===== src/rtl/muldiv_seq.sv =====
// muldiv_seq: iterative RV32M multiply/divide sequencer for the execute stage.
// A start pulse in IDLE latches the operation and the operand magnitudes. XLEN
// radix-2 shift-add (multiply) or restoring shift-subtract (divide) steps then
// run in CALC. FIX applies the sign correction and selects the result, and
// done_out pulses for one cycle.
// Divide-by-zero and signed overflow skip straight to DONE.
// Optional feature macro: MULDIV_FAST_MUL_EN. When it is defined, all four
// multiply ops form the full product with a single '*' at acceptance and take
// the path IDLE -> FIX -> DONE.
module muldiv_seq #(
    parameter int XLEN = 32
) (
    input  logic            clk_in,
    input  logic            rst_n_in,
    input  logic            start_in,
    input  logic [2:0]      funct3_in,
    input  logic [XLEN-1:0] rs1_val,
    input  logic [XLEN-1:0] rs2_val,
    input  logic            flush_in,
    output logic            busy_out,
    output logic            done_out,
    output logic [XLEN-1:0] result_out
);

    localparam int CW = $clog2(XLEN);
    localparam logic [XLEN-1:0] MIN_NEG = {1'b1, {(XLEN-1){1'b0}}};

    typedef enum logic [1:0] {IDLE, CALC, FIX, DONE} state_t;

    state_t            state;
    logic [CW-1:0]     count;
    logic [2:0]        op;
    logic [XLEN-1:0]   operand;
    logic [2*XLEN-1:0] acc;
    logic              neg_main;
    logic              neg_rem;

    logic              in_is_div;
    logic              in_signed_a;
    logic              in_signed_b;
    logic              in_neg_a;
    logic              in_neg_b;
    logic [XLEN-1:0]   in_mag_a;
    logic [XLEN-1:0]   in_mag_b;
    logic              in_div_zero;
    logic              in_overflow;
    logic [XLEN-1:0]   in_special;

    logic [XLEN:0]     mul_sum;
    logic [2*XLEN-1:0] mul_next;
    logic [XLEN:0]     div_shift;
    logic [XLEN:0]     div_diff;
    logic [2*XLEN-1:0] div_next;
    logic [2*XLEN-1:0] mul_full;
    logic [XLEN-1:0]   quo_fixed;
    logic [XLEN-1:0]   rem_fixed;
    logic [XLEN-1:0]   fix_result;

`ifdef MULDIV_FAST_MUL_EN
    logic signed [XLEN:0]     fast_a;
    logic signed [XLEN:0]     fast_b;
    logic signed [2*XLEN+1:0] fast_prod;

    // Sign- or zero-extend each operand so a single signed multiply covers all four multiply forms
    always_comb begin
        fast_a    = {in_signed_a & rs1_val[XLEN-1], rs1_val};
        fast_b    = {in_signed_b & rs2_val[XLEN-1], rs2_val};
        fast_prod = fast_a * fast_b;
    end
`endif

    // Decode the incoming request: per-operand signedness, magnitudes and the special divide cases
    always_comb begin
        in_is_div = funct3_in[2];
        if (in_is_div) begin
            in_signed_a = ~funct3_in[0];
            in_signed_b = ~funct3_in[0];
        end else begin
            in_signed_a = (funct3_in[1:0] != 2'b11);
            in_signed_b = (funct3_in[1:0] == 2'b00) || (funct3_in[1:0] == 2'b01);
        end
        in_neg_a    = in_signed_a & rs1_val[XLEN-1];
        in_neg_b    = in_signed_b & rs2_val[XLEN-1];
        in_mag_a    = in_neg_a ? -rs1_val : rs1_val;
        in_mag_b    = in_neg_b ? -rs2_val : rs2_val;
        in_div_zero = in_is_div && (rs2_val == '0);
        in_overflow = in_is_div && !funct3_in[0] && (rs1_val == MIN_NEG) && (rs2_val == '1);
        if (in_div_zero) begin
            in_special = funct3_in[1] ? rs1_val : '1;
        end else begin
            in_special = funct3_in[1] ? '0 : MIN_NEG;
        end
    end

    // One radix-2 step for each algorithm. The upper half of acc holds the partial product or remainder; the lower half holds the multiplier or the quotient bits
    always_comb begin
        mul_sum   = {1'b0, acc[2*XLEN-1:XLEN]} + {1'b0, (acc[0] ? operand : '0)};
        mul_next  = {mul_sum, acc[XLEN-1:1]};
        div_shift = {acc[2*XLEN-1:XLEN], acc[XLEN-1]};
        div_diff  = div_shift - {1'b0, operand};
        if (div_diff[XLEN]) begin
            div_next = {div_shift[XLEN-1:0], acc[XLEN-2:0], 1'b0};
        end else begin
            div_next = {div_diff[XLEN-1:0], acc[XLEN-2:0], 1'b1};
        end
    end

    // Sign correction and result selection applied in FIX
    always_comb begin
        mul_full  = neg_main ? -acc : acc;
        quo_fixed = neg_main ? -acc[XLEN-1:0] : acc[XLEN-1:0];
        rem_fixed = neg_rem ? -acc[2*XLEN-1:XLEN] : acc[2*XLEN-1:XLEN];
        if (!op[2]) begin
            fix_result = (op[1:0] == 2'b00) ? mul_full[XLEN-1:0] : mul_full[2*XLEN-1:XLEN];
        end else begin
            fix_result = op[1] ? rem_fixed : quo_fixed;
        end
    end

    // Sequencer FSM with registered busy, done and result outputs
    always_ff @(posedge clk_in or negedge rst_n_in) begin
        if (!rst_n_in) begin
            state      <= IDLE;
            count      <= '0;
            op         <= '0;
            operand    <= '0;
            acc        <= '0;
            neg_main   <= 1'b0;
            neg_rem    <= 1'b0;
            busy_out   <= 1'b0;
            done_out   <= 1'b0;
            result_out <= '0;
        end else begin
            case (state)
                IDLE: begin
                    if (busy_out) begin
                        done_out <= 1'b0;
                        busy_out <= 1'b0;
                    end else if (start_in && !flush_in) begin
                        op       <= funct3_in;
                        busy_out <= 1'b1;
                        count    <= '0;
                        neg_main <= in_neg_a ^ in_neg_b;
                        neg_rem  <= in_neg_a;
                        if (in_div_zero || in_overflow) begin
                            result_out <= in_special;
                            state      <= DONE;
`ifdef MULDIV_FAST_MUL_EN
                        end else if (!in_is_div) begin
                            acc      <= fast_prod[2*XLEN-1:0];
                            neg_main <= 1'b0;
                            state    <= FIX;
`endif
                        end else begin
                            operand <= in_is_div ? in_mag_b : in_mag_a;
                            acc     <= {{XLEN{1'b0}}, (in_is_div ? in_mag_a : in_mag_b)};
                            state   <= CALC;
                        end
                    end
                end
                CALC: begin
                    if (flush_in) begin
                        state    <= IDLE;
                        busy_out <= 1'b0;
                        count    <= '0;
                    end else begin
                        acc <= op[2] ? div_next : mul_next;
                        if (count == CW'(XLEN-1)) begin
                            count <= '0;
                            state <= FIX;
                        end else begin
                            count <= count + CW'(1);
                        end
                    end
                end
                FIX: begin
                    if (flush_in) begin
                        state    <= IDLE;
                        busy_out <= 1'b0;
                    end else begin
                        result_out <= fix_result;
                        state      <= DONE;
                    end
                end
                DONE: begin
                    done_out <= 1'b1;
                    state    <= IDLE;
                end
                default: begin
                    state    <= IDLE;
                    busy_out <= 1'b0;
                    done_out <= 1'b0;
                end
            endcase
        end
    end

endmodule


===== config.mk =====
export PLATFORM = sky130hd
export DESIGN_NAME = muldiv_seq
export DESIGN_NICKNAME = d
export VERILOG_FILES = /design/src/rtl/muldiv_seq.sv
export SDC_FILE = /design/constraint.sdc
export NUM_CORES = 1
export LEC_CHECK = 0
export ABC_AREA = 1
export ABC_CLOCK_PERIOD_IN_PS = 4600
export BUFFER_PORTS_ARGS = -buffer_cell sky130_fd_sc_hd__buf_2
export CAP_MARGIN = 20
export CORE_ASPECT_RATIO = 0.6
export CORE_MARGIN = 2
export CORE_UTILIZATION = 39
export CTS_CLUSTER_DIAMETER = 100
export DETAILED_ROUTE_END_ITERATION = 12
export GPL_TIMING_DRIVEN = 1
export HOLD_SLACK_MARGIN = 0.15
export PLACE_DENSITY = 0.56
export SLEW_MARGIN = 25
export SYNTH_ARGS = -nofsm -noshare
export SYNTH_HDL_FRONTEND = slang
export SYNTH_SLANG_ARGS = --single-unit

===== constraint.sdc =====
create_clock -name clk_in -period 4.6 [get_ports clk_in]
set_input_delay 0.69 -clock clk_in [delete_from_list [all_inputs] [get_ports clk_in]]
set_output_delay 0.69 -clock clk_in [all_outputs]
set_load 0.05 [all_outputs]

Word level (Yosys, flattened, before mapping)
Cells that the tools add are included.
{"block": "totals", "in_bits": 71, "output_inout_bits": 34, "reg_bits": 142, "wordCells": 113}
{"block": "op_classes", "reduce_logical": 26, "mux": 46, "eq_ne": 17, "addsub": 8, "n_bitwise": 6}
{"cell": "$mux W32", "count": 17}
{"cell": "$mux W64", "count": 7}
{"cell": "$neg A32 Y32", "count": 4}
{"cell": "$pmux W64 S2", "count": 1}
{"cell": "$eq A32 B32 Y1 const B", "count": 2}
{"cell": "$neg A64 Y64", "count": 1}
{"cell": "$pmux W32 S2", "count": 1}
{"cell": "$add A32 B32 Y33", "count": 1}
{"cell": "$sub A33 B32 Y33", "count": 1}
{"cell": "$logic_not A32 Y1", "count": 1}
{"cell": "$mux W5", "count": 4}
{"cell": "$ne A2 B2 Y1 const B", "count": 8}
{"cell": "$mux W2", "count": 6}
{"cell": "$pmux W5 S2", "count": 1}
{"cell": "$reduce_and A5 Y1", "count": 2}
{"cell": "$reduce_and A3 Y1", "count": 3}
{"cell": "$pmux W2 S4", "count": 1}
{"cell": "$reduce_bool A2 Y1", "count": 4}
{"cell": "$logic_not A2 Y1", "count": 3}
{"cell": "$mux W1", "count": 6}
{"cell": "$add A5 B1 Y5 const B", "count": 1}
{"cell": "$eq A5 B5 Y1 const B", "count": 1}
{"cell": "$logic_and A1 B1 Y1", "count": 5}
{"cell": "$eq A2 B1 Y1 const B", "count": 2}
{"cell": "12 further kinds", "count": 20}

Depth between registers and ports, before layout
{"block": "depth", "word_depth": 10, "mapped_depth": 19, "ltp_nobuf": 19}

Worst setup path before layout
OpenSTA, ideal clock, no wires.
{"block": "synth_path", "path_type": "reg-to-reg", "startpoint": "register acc[0]", "endpoint": "register acc[53]", "arrival_time_ps": 2450, "path_stages_with_launch": 18, "path_buffers": 2, "setup_time_ps": 116, "required_time_ps": 4484, "setup_slack_ps": 2034, "period_less_slack_ps": 2566, "cell_sequence": "dfrtp_1 > buf_6 > clkbuf_1 > nand2_1 > inv_1 > ha_1 > inv_1 > fa_1 > o21ai_2 > a21oi_1 > o21ai_0 > nand2_1 > nand2_1 > nand2_1 > a21oi_1 > nor2_1 > nand2_1 > nand2_1"}
{"block": "synth_via", "elab_chain_cells": 5}
{"item": "start: declaration", "line": "34", "text": "logic [2*XLEN-1:0] acc;"}
{"item": "start signal: assignment", "line": "156", "text": "acc <= {{XLEN{1'b0}}, (in_is_div ? in_mag_a : in_mag_b)};"}
{"item": "start signal: assignment", "line": "167", "text": "acc <= op[2] ? div_next : mul_next;"}
{"item": "$mux W32", "line": "97", "text": "mul_sum = {1'b0, acc[2*XLEN-1:XLEN]} + {1'b0, (acc[0] ? operand : '0)};"}
{"item": "$add A32 B32 Y33", "line": "97"}
{"item": "$mux W64", "line": "167"}
{"item": "$mux W64", "line": "162", "text": "if (flush_in) begin"}
{"item": "$pmux W64 S2", "line": "134", "text": "case (state)"}
Every way passes these cells. The select of a mux whose other input is x is not followed.
A chain may end at the register's enable or synchronous reset.

Final worst setup path
{"block": "layout_path", "startpoint": "register acc[34]", "endpoint": "register acc[53]"}
{"block": "layout_via", "elab_chain_cells": 5, "elab_cells_between_ends": 6, "classes_between": "add/sub: 2; mux: 4"}
{"item": "$sub A33 B32 Y33", "line": "100", "text": "div_diff = div_shift - {1'b0, operand};"}
{"item": "$mux W64", "line": "101", "text": "if (div_diff[XLEN]) begin"}
{"item": "$mux W64 *", "line": "167"}
{"item": "$mux W64 *", "line": "162"}
{"item": "$pmux W64 S2 *", "line": "134"}
Mark *: on every way between the ends. The rest lies on a longest branch, timed or not. The select of a mux whose other input is x is not followed.

==> run_results.csv <==
group,metric,value,unit
yosys,synthTopCellsByCount,"948 x nand2_1, 433 x nor2_1, 329 x inv_1",
power,p_switching,11.9,mW
die,die_w,283,microns
power,p_leak,9.85,nW
setup_path,critPathRequiredTime,4.95,ns
route,num_vias,22800,
cts,cts_sinks,142,
layout,fill_cells,5160,
sta,min_period,3.63,ns
route,viasPerCell,5.86,
power,p_sw_frac,0.644,
setup_path,reg2reg_slack,0.97,ns
route,wire_per_inst,24.1,microns
cts,postCtsSetupBuffers,0,
setup_path,cp-end-kind,"flip-flop",
cts,cts_buffers,17,
cts,h-tree-depth,4,
sta,tightest_slew,1.07,ns
place,dpl-instance-area,19100,sq um
yosys,syn_nets,3378,
power,power_density,939,nW/um^2
yosys,async_reset_ff_frac,1.00,
sta,maxSlewHeadroom,0.280,
layout,multi_input_area,12700,sq um
layout,drive_gt1_frac,0.0701,
cts,cts_tree,"done",
setup_path,path_delay_family,"simple AND/OR/NAND/NOR gates",
setup_path,slowest_delay,0.70,ns
layout,area_delta_synth_final,8.29,%
setup_path,critical_path_class,"reg -> reg",
yosys,synth_most_common_cell,"nand2_1",
yosys,synth_top_family_by_area,"simple AND/OR/NAND/NOR gates",
die,die_y,171,microns
yosys,seq_area_frac_synth,0.195,
sta,whs,0.250,ns
yosys,synthCells,3230,
min_path,hold_class,"in -> async",
global_route,grt_pass1_wl,135000,microns
place,pre_cts_slack,1.12,ns
status,status,"finished, final reports clean",
sta,fin_tns_setup,0,ns
yosys,yosys_warnings,0,
power,clkPwrFrac,0.080,
yosys,synth_area_per_cell,5.64,sq um
sta,max_clock_freq,0.276,GHz
cts,hold_buffers,0,
yosys,synthFlopType,"dfrtp_1",
cts,path_clk_slew,0.07,ns
layout,register_area,3560,sq um
yosys,synth_seq_cells,142,
yosys,synth_compound_area_frac,0.178,
global_route,antenna_found_initial,0,
route,drt_wl_total,93800,microns
die,rows,61,
yosys,muxShareOfSynthArea,0,
setup_path,cp.arrival,3.98,ns
route,drc,0,
yosys,synth_area,18200,sq um
place,gp_congestion,1.09,
yosys,yosysTopAreaCellShare,0.195,
die,io_pins,105,
power,ir_drop,0.310,mV
sta,rsz0062_at_grt,"no",
yosys,synthAdderAreaFrac,0.0537,
die,core,46200,sq um
place,port_buffers,104,
global_route,track_usage,0.377,
power,comb_power_share,0.753,
cts,cts_resized,0,
cts,clk_latency,0.46,ns
power,p_seq_frac,0.167,
yosys,synthSimpleGateAreaFrac,0.421,
power,power.total,18.5,mW
global_route,grt_start_max_net_pins,94,
die,start_util,0.394,
cts,clockBufferDepth,2,
place,dp_hpwl,75900,microns
setup_path,path_max_fanout,9,
layout,antenna_cells,0,
sta,clock_skew,0.0143,ns
layout,nets,3402,
job,cap_violations,0,
yosys,synth_xor_area_frac,0.0447,
yosys,synth_area_leaders,"nand2_1 20%, dfrtp_1 20%, nor2_1 8.9%",
global_route,grt_pass1_vias,19800,
die,die_area,48500,sq um
setup_path,crit_top_cell,"nand2_1",
yosys,synth_cell_type_count,49,
sta,hold_viol,0,
yosys,yosys.area.top_type,"nand2_1",
global_route,overflow,0,
route,firstDrtPassIters,6,
layout,final_area,19700,sq um
setup_path,start_kind,"flip-flop",
yosys,synth_edf_count,0,
power,p_int,6.60,mW
sta,finalCritPeriodShare,0.789,
sta,worst_slack,0.970,ns
sta,slew_viol_final,0,
cts,clockRootBuffer,"clkbuf_16",
setup_path,path_cells,"ha_1 -> nand2_1 -> o21ai_0 -> nor2_1 -> o21ai_0 -> nand3_1 -> nand3_1 -> nand2_1 -> nand2_1 -> nand3_1 -> nand2_1 -> nand2_1",
setup_path,path_buf_inv,0,
sta,setup_viol,0,
route,drtIter0Drc,3440,
setup_path,crit_path_top_delay_cell,"o21ai_0",
route,drtAntennaViolNets,0,
cell usage in the layout, fill, tap and decap left out, types with 11 or more instances in the layout:
master       n
dfrtp_1    140
nand3_1    313
nor2_2      11
a21oi_1    275
o22ai_1     18
clkbuf_16   17
o21ai_0    219
nor3_1      30
nand4_1     46
ha_1        75
buf_4       34
nand2_1    948
xnor2_1     17
xor2_1      76
o21ai_1     37
inv_2       11
inv_1      328
o211ai_1    31
nor2_1     433
buf_2      103
layer usage:
metal  GRT usage  wire length, microns
met4      0.0597                  1060
met5           0                     0
met3       0.132                 14800
met2       0.469                 33600
met1       0.601                 44300
power by group through the flow:
stage / logic [mW] / registers (mW) / clock network [mW]
3_3_place_gp: 13.4 / 3.01 / 0
2_1_floorplan: 9.10 / 2.85 / 0
4_1_cts: 13.5 / 2.99 / 1.48
6_report: 14.0 / 3.10 / 1.48
3_5_place_dp: 13.4 / 3.00 / 0
5_1_grt: 15.2 / 3.09 / 1.53
worst register-to-register path, stage by stage (launching register included):
cell,delay [ns]
dfrtp_1,0.56
ha_1,0.46
nand2_1,0.13
o21ai_0,0.50
nor2_1,0.26
o21ai_0,0.70
nand3_1,0.19
nand3_1,0.12
nand2_1,0.08
nand2_1,0.12
nand3_1,0.19
nand2_1,0.14
nand2_1,0.07
flip-flops by register name, indices dropped and copies added, names as in the netlist:
signal / count
busy_out: 1
result_out: 32
acc: 64
neg_rem: 1
count: 5
operand: 32
neg_main: 1
done_out: 1
state: 2
op: 3
cell type report:
class | count | share of cell area
repair buffers | 138 | 0.0396
clock buffers | 18 | 0.0218
well taps | 630 | 0.0400
clock inverters | 13 | 0.00850
flip-flops and latches | 142 | 0.180
inverters | 342 | 0.0652
multi-input cells | 2613 | 0.644
cells by family after synthesis:
kind of cell / Yosys count
fa+ha+maj: 77
simple gates: 1833
buf+inv: 475
compound gates: 610
xor+xnor: 93
flops: 142
stage by stage:
stage | utilization | std cells
2_1_floorplan | - | 3230
3_3_place_gp | 0.414 | 3865
3_5_place_dp | 0.414 | 3865
4_1_cts | 0.427 | 3896
5_1_grt | 0.427 | 3896
6_report | 0.427 | 3896
final timing paths:
path | startpoint | end | depth (start not counted)
worst max register to register | acc[34] | acc[53] | 12
min in group clk_in | result_out[2] | result_out[2] | 2
worst min-delay path | rst_n_in | result_out[28] | 1
worst min register to register | result_out[2] | result_out[2] | 2
max in group asynchronous | rst_n_in | acc[32] | 2
worst max-delay path | acc[34] | acc[53] | 12
Note: power is estimated with default switching activity, not from simulation.
